<file path="config.mk">
export PLATFORM = sky130hd
export DESIGN_NAME = secuenciador_reset
export DESIGN_NICKNAME = d
export VERILOG_FILES = /design/src/rtl/secuenciador_reset.sv
export SDC_FILE = /design/constraint.sdc
export NUM_CORES = 1
export LEC_CHECK = 0
export BUFFER_PORTS_ARGS = -buffer_cell sky130_fd_sc_hd__buf_2
export CAP_MARGIN = 20
export CORE_MARGIN = 1.5
export CORE_UTILIZATION = 53
export DETAILED_ROUTE_END_ITERATION = 8
export PLACE_DENSITY = 0.73
export SLEW_MARGIN = 30
export SYNTH_ARGS = -nofsm -noshare
export SYNTH_HDL_FRONTEND = slang
export SYNTH_SLANG_ARGS = --single-unit
</file>
<file path="constraint.sdc">
create_clock -name CLK -period 1.9 [get_ports CLK]
set_clock_uncertainty 0.1 [all_clocks]
set_input_delay 0.38 -clock CLK [delete_from_list [all_inputs] [get_ports CLK]]
set_output_delay 0.38 -clock CLK [all_outputs]
set_load 0.005 [all_outputs]
</file>
<file path="src/rtl/secuenciador_reset.sv">
// Reset sequencer and clock-enable generator for the PLL clock domain.
// Qualifies PLL lock, holds the system in reset, then emits /2, /4, /8 enables.
module secuenciador_reset #(
    parameter int LOCK_STABLE = 256,
    parameter int HOLD_CYCLES = 1024
) (
    input  logic CLK,
    input  logic RESET,
    input  logic PLL_LOCK,
    output logic SYS_RESET,
    output logic READY,
    output logic CE_DIV2,
    output logic CE_DIV4,
    output logic CE_DIV8,
    output logic LOCK_LOST
);

    localparam int LW = $clog2(LOCK_STABLE) + 1;
    localparam int HW = $clog2(HOLD_CYCLES) + 1;
    localparam logic [LW-1:0] LOCK_LAST = LW'(LOCK_STABLE - 1);
    localparam logic [HW-1:0] HOLD_LAST = HW'(HOLD_CYCLES - 1);

    typedef enum logic [1:0] {
        WAIT_LOCK = 2'd0,
        HOLD      = 2'd1,
        RUN       = 2'd2
    } state_t;

    logic          sync_meta_r;
    logic          lock_sync_r;
    state_t        state_r;
    state_t        state_s;
    logic [LW-1:0] lock_cnt_r;
    logic [LW-1:0] lock_cnt_s;
    logic [HW-1:0] hold_cnt_r;
    logic [HW-1:0] hold_cnt_s;
    logic [2:0]    dcnt_r;
    logic [2:0]    dcnt_s;
    logic          lost_set_s;
    logic          run_next_s;
    logic          sys_reset_r;
    logic          ready_r;
    logic          ce_div2_r;
    logic          ce_div4_r;
    logic          ce_div8_r;
    logic          lock_lost_r;

    // Two-flop synchronizer for the asynchronous PLL lock indication.
    always_ff @(posedge CLK or posedge RESET) begin
        if (RESET) begin
            sync_meta_r <= 1'b0;
            lock_sync_r <= 1'b0;
        end else begin
            sync_meta_r <= PLL_LOCK;
            lock_sync_r <= sync_meta_r;
        end
    end

    // Next-state and counter logic of the sequencer.
    always_comb begin
        state_s    = state_r;
        lock_cnt_s = lock_cnt_r;
        hold_cnt_s = hold_cnt_r;
        lost_set_s = 1'b0;
        case (state_r)
            WAIT_LOCK: begin
                if (!lock_sync_r) begin
                    lock_cnt_s = '0;
                end else if (lock_cnt_r == LOCK_LAST) begin
                    state_s    = HOLD;
                    lock_cnt_s = '0;
                end else begin
                    lock_cnt_s = lock_cnt_r + LW'(1);
                end
            end
            HOLD: begin
                if (!lock_sync_r) begin
                    state_s    = WAIT_LOCK;
                    hold_cnt_s = '0;
                    lost_set_s = 1'b1;
                end else if (hold_cnt_r == HOLD_LAST) begin
                    state_s    = RUN;
                    hold_cnt_s = '0;
                end else begin
                    hold_cnt_s = hold_cnt_r + HW'(1);
                end
            end
            RUN: begin
                if (!lock_sync_r) begin
                    state_s    = WAIT_LOCK;
                    lost_set_s = 1'b1;
                end else begin
                    state_s = RUN;
                end
            end
            default: begin
                state_s    = WAIT_LOCK;
                lock_cnt_s = '0;
                hold_cnt_s = '0;
            end
        endcase
    end

    // Divider phase: counts only while staying in RUN, zero otherwise.
    always_comb begin
        run_next_s = (state_s == RUN);
        if ((state_r == RUN) && run_next_s) begin
            dcnt_s = dcnt_r + 3'd1;
        end else begin
            dcnt_s = 3'd0;
        end
    end

    // State and counter registers.
    always_ff @(posedge CLK or posedge RESET) begin
        if (RESET) begin
            state_r    <= WAIT_LOCK;
            lock_cnt_r <= '0;
            hold_cnt_r <= '0;
            dcnt_r     <= 3'd0;
        end else begin
            state_r    <= state_s;
            lock_cnt_r <= lock_cnt_s;
            hold_cnt_r <= hold_cnt_s;
            dcnt_r     <= dcnt_s;
        end
    end

    // Outputs registered from the next state so they change on the same edge as the state.
    always_ff @(posedge CLK or posedge RESET) begin
        if (RESET) begin
            sys_reset_r <= 1'b1;
            ready_r     <= 1'b0;
            ce_div2_r   <= 1'b0;
            ce_div4_r   <= 1'b0;
            ce_div8_r   <= 1'b0;
            lock_lost_r <= 1'b0;
        end else begin
            sys_reset_r <= !run_next_s;
            ready_r     <= run_next_s;
            ce_div2_r   <= run_next_s & dcnt_s[0];
            ce_div4_r   <= run_next_s & (dcnt_s[1:0] == 2'd3);
            ce_div8_r   <= run_next_s & (dcnt_s == 3'd7);
            lock_lost_r <= lock_lost_r | lost_set_s;
        end
    end

    assign SYS_RESET = sys_reset_r;
    assign READY     = ready_r;
    assign CE_DIV2   = ce_div2_r;
    assign CE_DIV4   = ce_div4_r;
    assign CE_DIV8   = ce_div8_r;
    assign LOCK_LOST = lock_lost_r;

endmodule

</file>
# Word-level counts from Yosys, hierarchy flattened
# Index checks and enable logic that the tools add are counted.
dict set report totals {
  output_inout_bits 6
  elab_cells 46
  ff_bits 33
  inputBits 3
}
dict set report classes {
  add_sub_neg 3
  n_eq_ne 7
  mux 15
  n_reduce_logical 5
  n_bitwise 4
}
# cell n
set ops {}
lappend ops {{$mux 11} 2}
lappend ops {{$pmux 11 s2} 1}
lappend ops {{$mux 9} 2}
lappend ops {{$pmux 9 s2} 1}
lappend ops {{$add 11x1->11 const B} 1}
lappend ops {{$eq 11x10->1 const B} 1}
lappend ops {{$mux 2} 5}
lappend ops {{$add 9x1->9 const B} 1}
lappend ops {{$eq 9x8->1 const B} 1}
lappend ops {{$eq 2x2->1 const B} 3}
lappend ops {{$pmux 2 s3} 1}
lappend ops {{$reduce_or 2->1} 2}
lappend ops {{$add 3x1->3 const B} 1}
lappend ops {{$and 1x1->1} 3}
lappend ops {{$eq 3x3->1 const B} 1}
lappend ops {{$mux 3} 1}
lappend ops {{$eq 2x1->1 const B} 1}
lappend ops {{$logic_not 2->1} 1}
lappend ops {{$mux 1} 2}
lappend ops {{$logic_and 1x1->1} 1}
lappend ops {{$logic_not 1->1} 1}
lappend ops {{$or 1x1->1} 1}

# Depth between registers and ports, before layout
dict set report logic_depth {
  depth_word 9
  depth_mapped 8
  depth_no_buf 6
}

# Worst setup path before layout
# No wires, ideal clock.
dict set report synth_path {
  kind {register -> register}
  from {register state_r[0]}
  to {register ce_div2_r, in the netlist CE_DIV2}
  setup_ps 105
  path_buffers 2
  slack_ps 31
  t_arrival_ps 1664
  required_ps 1695
  synth_period_minus_slack_ps 1869
  path_stages_with_launch 9
  path_cell_list {dfrtp_1 > inv_1 > ha_1 > clkbuf_2 > a22oi_1 > or2_2 > o32a_1 > buf_6 > nor4b_1}
}
dict set report synth_between {
  elab_chain_len 7
  word_cells_on_any_way 12
  cone_classes {eq/ne: 3; mux: 6; bitwise: 1; reduce/logical: 2}
}
# element line
set synth_lines {}
lappend synth_lines {{from (decl)} 31} ;# state_t state_r;
lappend synth_lines {{from (signal assigned)} 122} ;# state_r <= state_s;
lappend synth_lines {{$mux 2 (on tied branches)} {81, 69}}
lappend synth_lines {{$mux 2 (on tied branches)} {77, 67}}
lappend synth_lines {{$pmux 2 s3} 65} ;# case (state_r)
lappend synth_lines {{$eq 2x2->1} 106} ;# run_next_s = (state_s == RUN);
lappend synth_lines {{$logic_and 1x1->1} 107} ;# if ((state_r == RUN) && run_next_s) begin
lappend synth_lines {{$mux 3} 107}
lappend synth_lines {{$and 1x1->1 *} 141} ;# ce_div2_r <= run_next_s & dcnt_s[0];
lappend synth_lines {{to (signal assigned)} 141}
lappend synth_lines {{to (decl)} 43} ;# logic ce_div2_r;
# Mark *: on every way between the ends. The rest lies on a longest branch, timed or not.
# A chain may end at the register's enable or synchronous reset.

# Worst setup path in the final report
dict set report layout_path {
  from {register hold_cnt_r[1]}
  to {register ce_div2_r, in the netlist CE_DIV2}
}
dict set report layout_between {
  elab_chain_len 8
}
# element line
set layout_lines {}
lappend layout_lines {{from (decl)} 35} ;# logic [HW-1:0] hold_cnt_r;
lappend layout_lines {{from (signal assigned)} 124} ;# hold_cnt_r <= hold_cnt_s;
lappend layout_lines {{$eq 11x10->1 *} 81} ;# end else if (hold_cnt_r == HOLD_LAST) begin
lappend layout_lines {{$mux 2 *} 81}
lappend layout_lines {{$mux 2 *} 77} ;# if (!lock_sync_r) begin
lappend layout_lines {{$pmux 2 s3 *} 65}
lappend layout_lines {{$eq 2x2->1 *} 106}
lappend layout_lines {{$logic_and 1x1->1} 107}
lappend layout_lines {{$mux 3} 107}
lappend layout_lines {{$and 1x1->1 *} 141}
# Marked as above.

==> impl_metrics.tcl <==
set metrics [dict create \
    status "complete, but fails checks" \
    violations "hold timing" \
    grt_start_max_net_pins 34 \
    grt_pass1_wl_mm 5.423 \
    fmax_mhz 534.7 \
    n_antenna_cell 0 \
    grt_pass1_vias 1290 \
    wire_per_inst_um 14.76 \
    yosysTopAreaCellShare 0.4816 \
    overflow 0 \
    drt-total-wl_mm 3.410 \
    intPower_mw 1.034 \
    path_clk_slew_ns 0.11 \
    placed_area_mm2 0.001800 \
    final_cell_area_mm2 0.002021 \
    power_density_mw_per_mm2 643.6 \
    cts_hold_buf 0 \
    ys_types 45 \
    leakage_nw 0.8541 \
    cts_sinks 33 \
    combPwrFrac 0.027 \
    worstPathRequired_ns 2.06 \
    hpwl_mm 2.280 \
    grt_use_total 0.2101 \
    cp_data_arrival_time_ns 2.03 \
    cts_tree "built" \
    worst-path-buf-inv 0 \
    cts-root-buf "clkbuf_4" \
    p_sw_mw 0.2667 \
    vias 1293 \
    drive_gt1_frac 0.2781 \
    die_area_mm2 0.003482 \
    io_buffers 8 \
    async_flop_share 1.000 \
    io_pins 9 \
    drtAntennaViolNets 0 \
    slowest_delay_ns 0.44 \
    cp_slowest_cell "o32a_4" \
    multiInputGateArea_um2 898.4 \
    hold_viol 3 \
    pre_cts_slack_ns -0.1130 \
    critical_path.top_delay_family "compound AO/OA/AOI/OAI gates" \
    synth_largest_area_cell "dfrtp_1" \
    end_kind "register" \
    critPathMaxFanout 5 \
    area_delta_synth_final_pct 21.52 \
    swShare 0.2051 \
    setup_viol 0 \
    ys_ff_latch 33 \
    start_util 0.5492 \
    rows 20 \
    antenna_found_initial 0 \
    cts.path.max_buffers 2 \
    reg2reg_slack_ns 0.03 \
    seq_area_frac_synth 0.4974 \
    slew_headroom 0.6917 \
    cts_buffers 5 \
    rsz0062_at_grt "true" \
    ir_drop_uv 566.6 \
    post-route-period-util 0.9843 \
    fillers 243 \
    syn_area_per_cell_um2 10.14 \
    fin_ws_ns 0.02978 \
    ys_top_cells_by_area "dfrtp_1, ha_1, nand2_1" \
    htree_levels 2 \
    core-area_mm2 0.003028 \
    maxCapViolCount 0 \
    syn_area_mm2 0.001663 \
    gp_congestion 0.8425 \
    critPathLaunchType "register" \
    die_h_um 59.01 \
    yosys_warnings 0 \
    die_w_um 59.01 \
    layout.nets 196 \
    via_per_inst 5.597 \
    worst_pin_slew_ns 0.4564 \
    holdWs_ns -0.001119 \
    drt_iter0_drc 79 \
    r2r_start "hold_cnt_r[1]" \
    grt.busiest_layer "met2" \
    clkLatencyLatePin_ns 0.35 \
    syn_nets 174 \
    post-route-util 0.6674 \
    min_path_type "in -> async" \
    p_clk_frac 0.422 \
    grt_util_met2 0.3603 \
    r2r_end "CE_DIV2" \
    netlist_instances 164 \
    drc 0 \
    reg2reg_depth 5 \
    slew_violations 0 \
    min_period_ns 1.870 \
    seq_area_um2 829.5 \
    firstDrtPassIters 4 \
    path_cells "ha_4, and4b_2, a41oi_2, o32a_4, nor4b_2" \
    ys.flop_type "dfrtp_1" \
    critPathKind "reg -> reg" \
    use_met1 0.2362 \
    synth_edf_count 0 \
    p_seq_frac 0.551 \
    use_met3 0.04803 \
]
## layout by cell type, fill, tap and decap left out, types with 3 or more instances in the layout
cell type,synthesis,routed
inv_1,9,7
a21oi_1,7,6
dfrtp_1,32,30
nand3_1,5,5
nand2_1,18,18
buf_2,1,8
xnor2_1,6,6
clkbuf_4,0,5
ha_1,7,4
ha_4,0,3
o21ai_0,9,9
nor3_1,10,10
nor2_1,18,18
buf_4,0,9
## routing by layer
metal	vias up	part of all wire
met4	0	0.021
met2	24	0.53
li1	627	-
met1	634	0.42
met3	8	0.035
met5	-	0
## synthesized netlist by cell type (all sizes together), types with 2 or more instances
cell / number
a41oi: 3
a21oi: 7
xor2: 2
nor3: 10
nand2b: 2
ha: 7
nor2: 18
clkbuf: 2
or2: 3
nor4b: 3
nand3: 5
and4: 2
o2bb2ai: 2
o21ai: 9
dfrtp: 32
and4b: 3
a22o: 2
inv: 9
xnor2: 6
nand2: 18
buf: 2
## worst register-to-register path: stages, from the launching register on
cell	delay [ns]
dfrtp_1	0.42
ha_4	0.16
and4b_2	0.25
a41oi_2	0.16
o32a_4	0.44
nor4b_2	0.26
## stage by stage
step	hold WS, ns	std cells	setup TNS [ns]	power, mW
2_1_floorplan	0.2312	164	0	0.7518
3_3_place_gp	0.2392	221	0	0.7635
3_5_place_dp	0.2347	221	-0.2235	0.7664
4_1_cts	0.009446	229	0	1.310
5_1_grt	0.03756	231	-0.3192	1.343
6_report	-0.001119	231	0	1.301
## registers in the layout, summed over array words and instances, names as in the netlist, 2 cells and up
name        count
lock_cnt_r      9
dcnt_r          3
hold_cnt_r     11
state_r         2
## power by group through the flow
stage | clock network [mW] | logic (mW) | registers (mW)
after floorplan | 0 | 0.0234 | 0.728
after global placement | 0 | 0.0336 | 0.730
after detailed placement | 0 | 0.0359 | 0.730
after CTS | 0.557 | 0.0360 | 0.717
after global routing | 0.584 | 0.0411 | 0.718
final | 0.549 | 0.0350 | 0.717
## final cells by class
class / count / share of cell area
Timing Repair Buffer: 18 / 0.05882
Sequential cell: 33 / 0.4105
Multi-Input combinational cell: 119 / 0.4446
Tap cell: 44 / 0.02724
Inverter: 9 / 0.01672
Clock inverter: 1 / 0.01486
Clock buffer: 7 / 0.02724
## cell families (layout without fill, tap and decap cells)
group	after synthesis	in the layout	share of synthesized area
compound gates	31	32	0.1392
mux	1	1	0.006772
fa+ha+maj	7	7	0.05267
simple gates	71	71	0.2265
buf+inv	13	35	0.03536
flops	33	33	0.4974
xor+xnor	8	8	0.04214
## what timing repair did
| action | in CTS | in global routing |
|---|---|---|
| gates cloned | 0 | 1 |
| resized for setup | 4 | 18 |
| setup buffers | 0 | 1 |
| setup endpoints to repair | 4 | 15 |
| pin swaps | 0 | 6 |
## worst max path at each step
stage | slack, ns | depth (start not counted) | end | from
after floorplan | 0.03 | 8 | CE_DIV2 | state_r[0]
after global placement | 0.04 | 6 | CE_DIV2 | state_r[1]
after detailed placement | -0.11 | 6 | CE_DIV2 | state_r[0]
after CTS | 0.005 | 6 | CE_DIV8 | state_r[0]
after global routing | -0.05 | 5 | CE_DIV8 | hold_cnt_r[1]
final | 0.03 | 5 | CE_DIV2 | hold_cnt_r[1]
(Power assumes the default switching activity.)
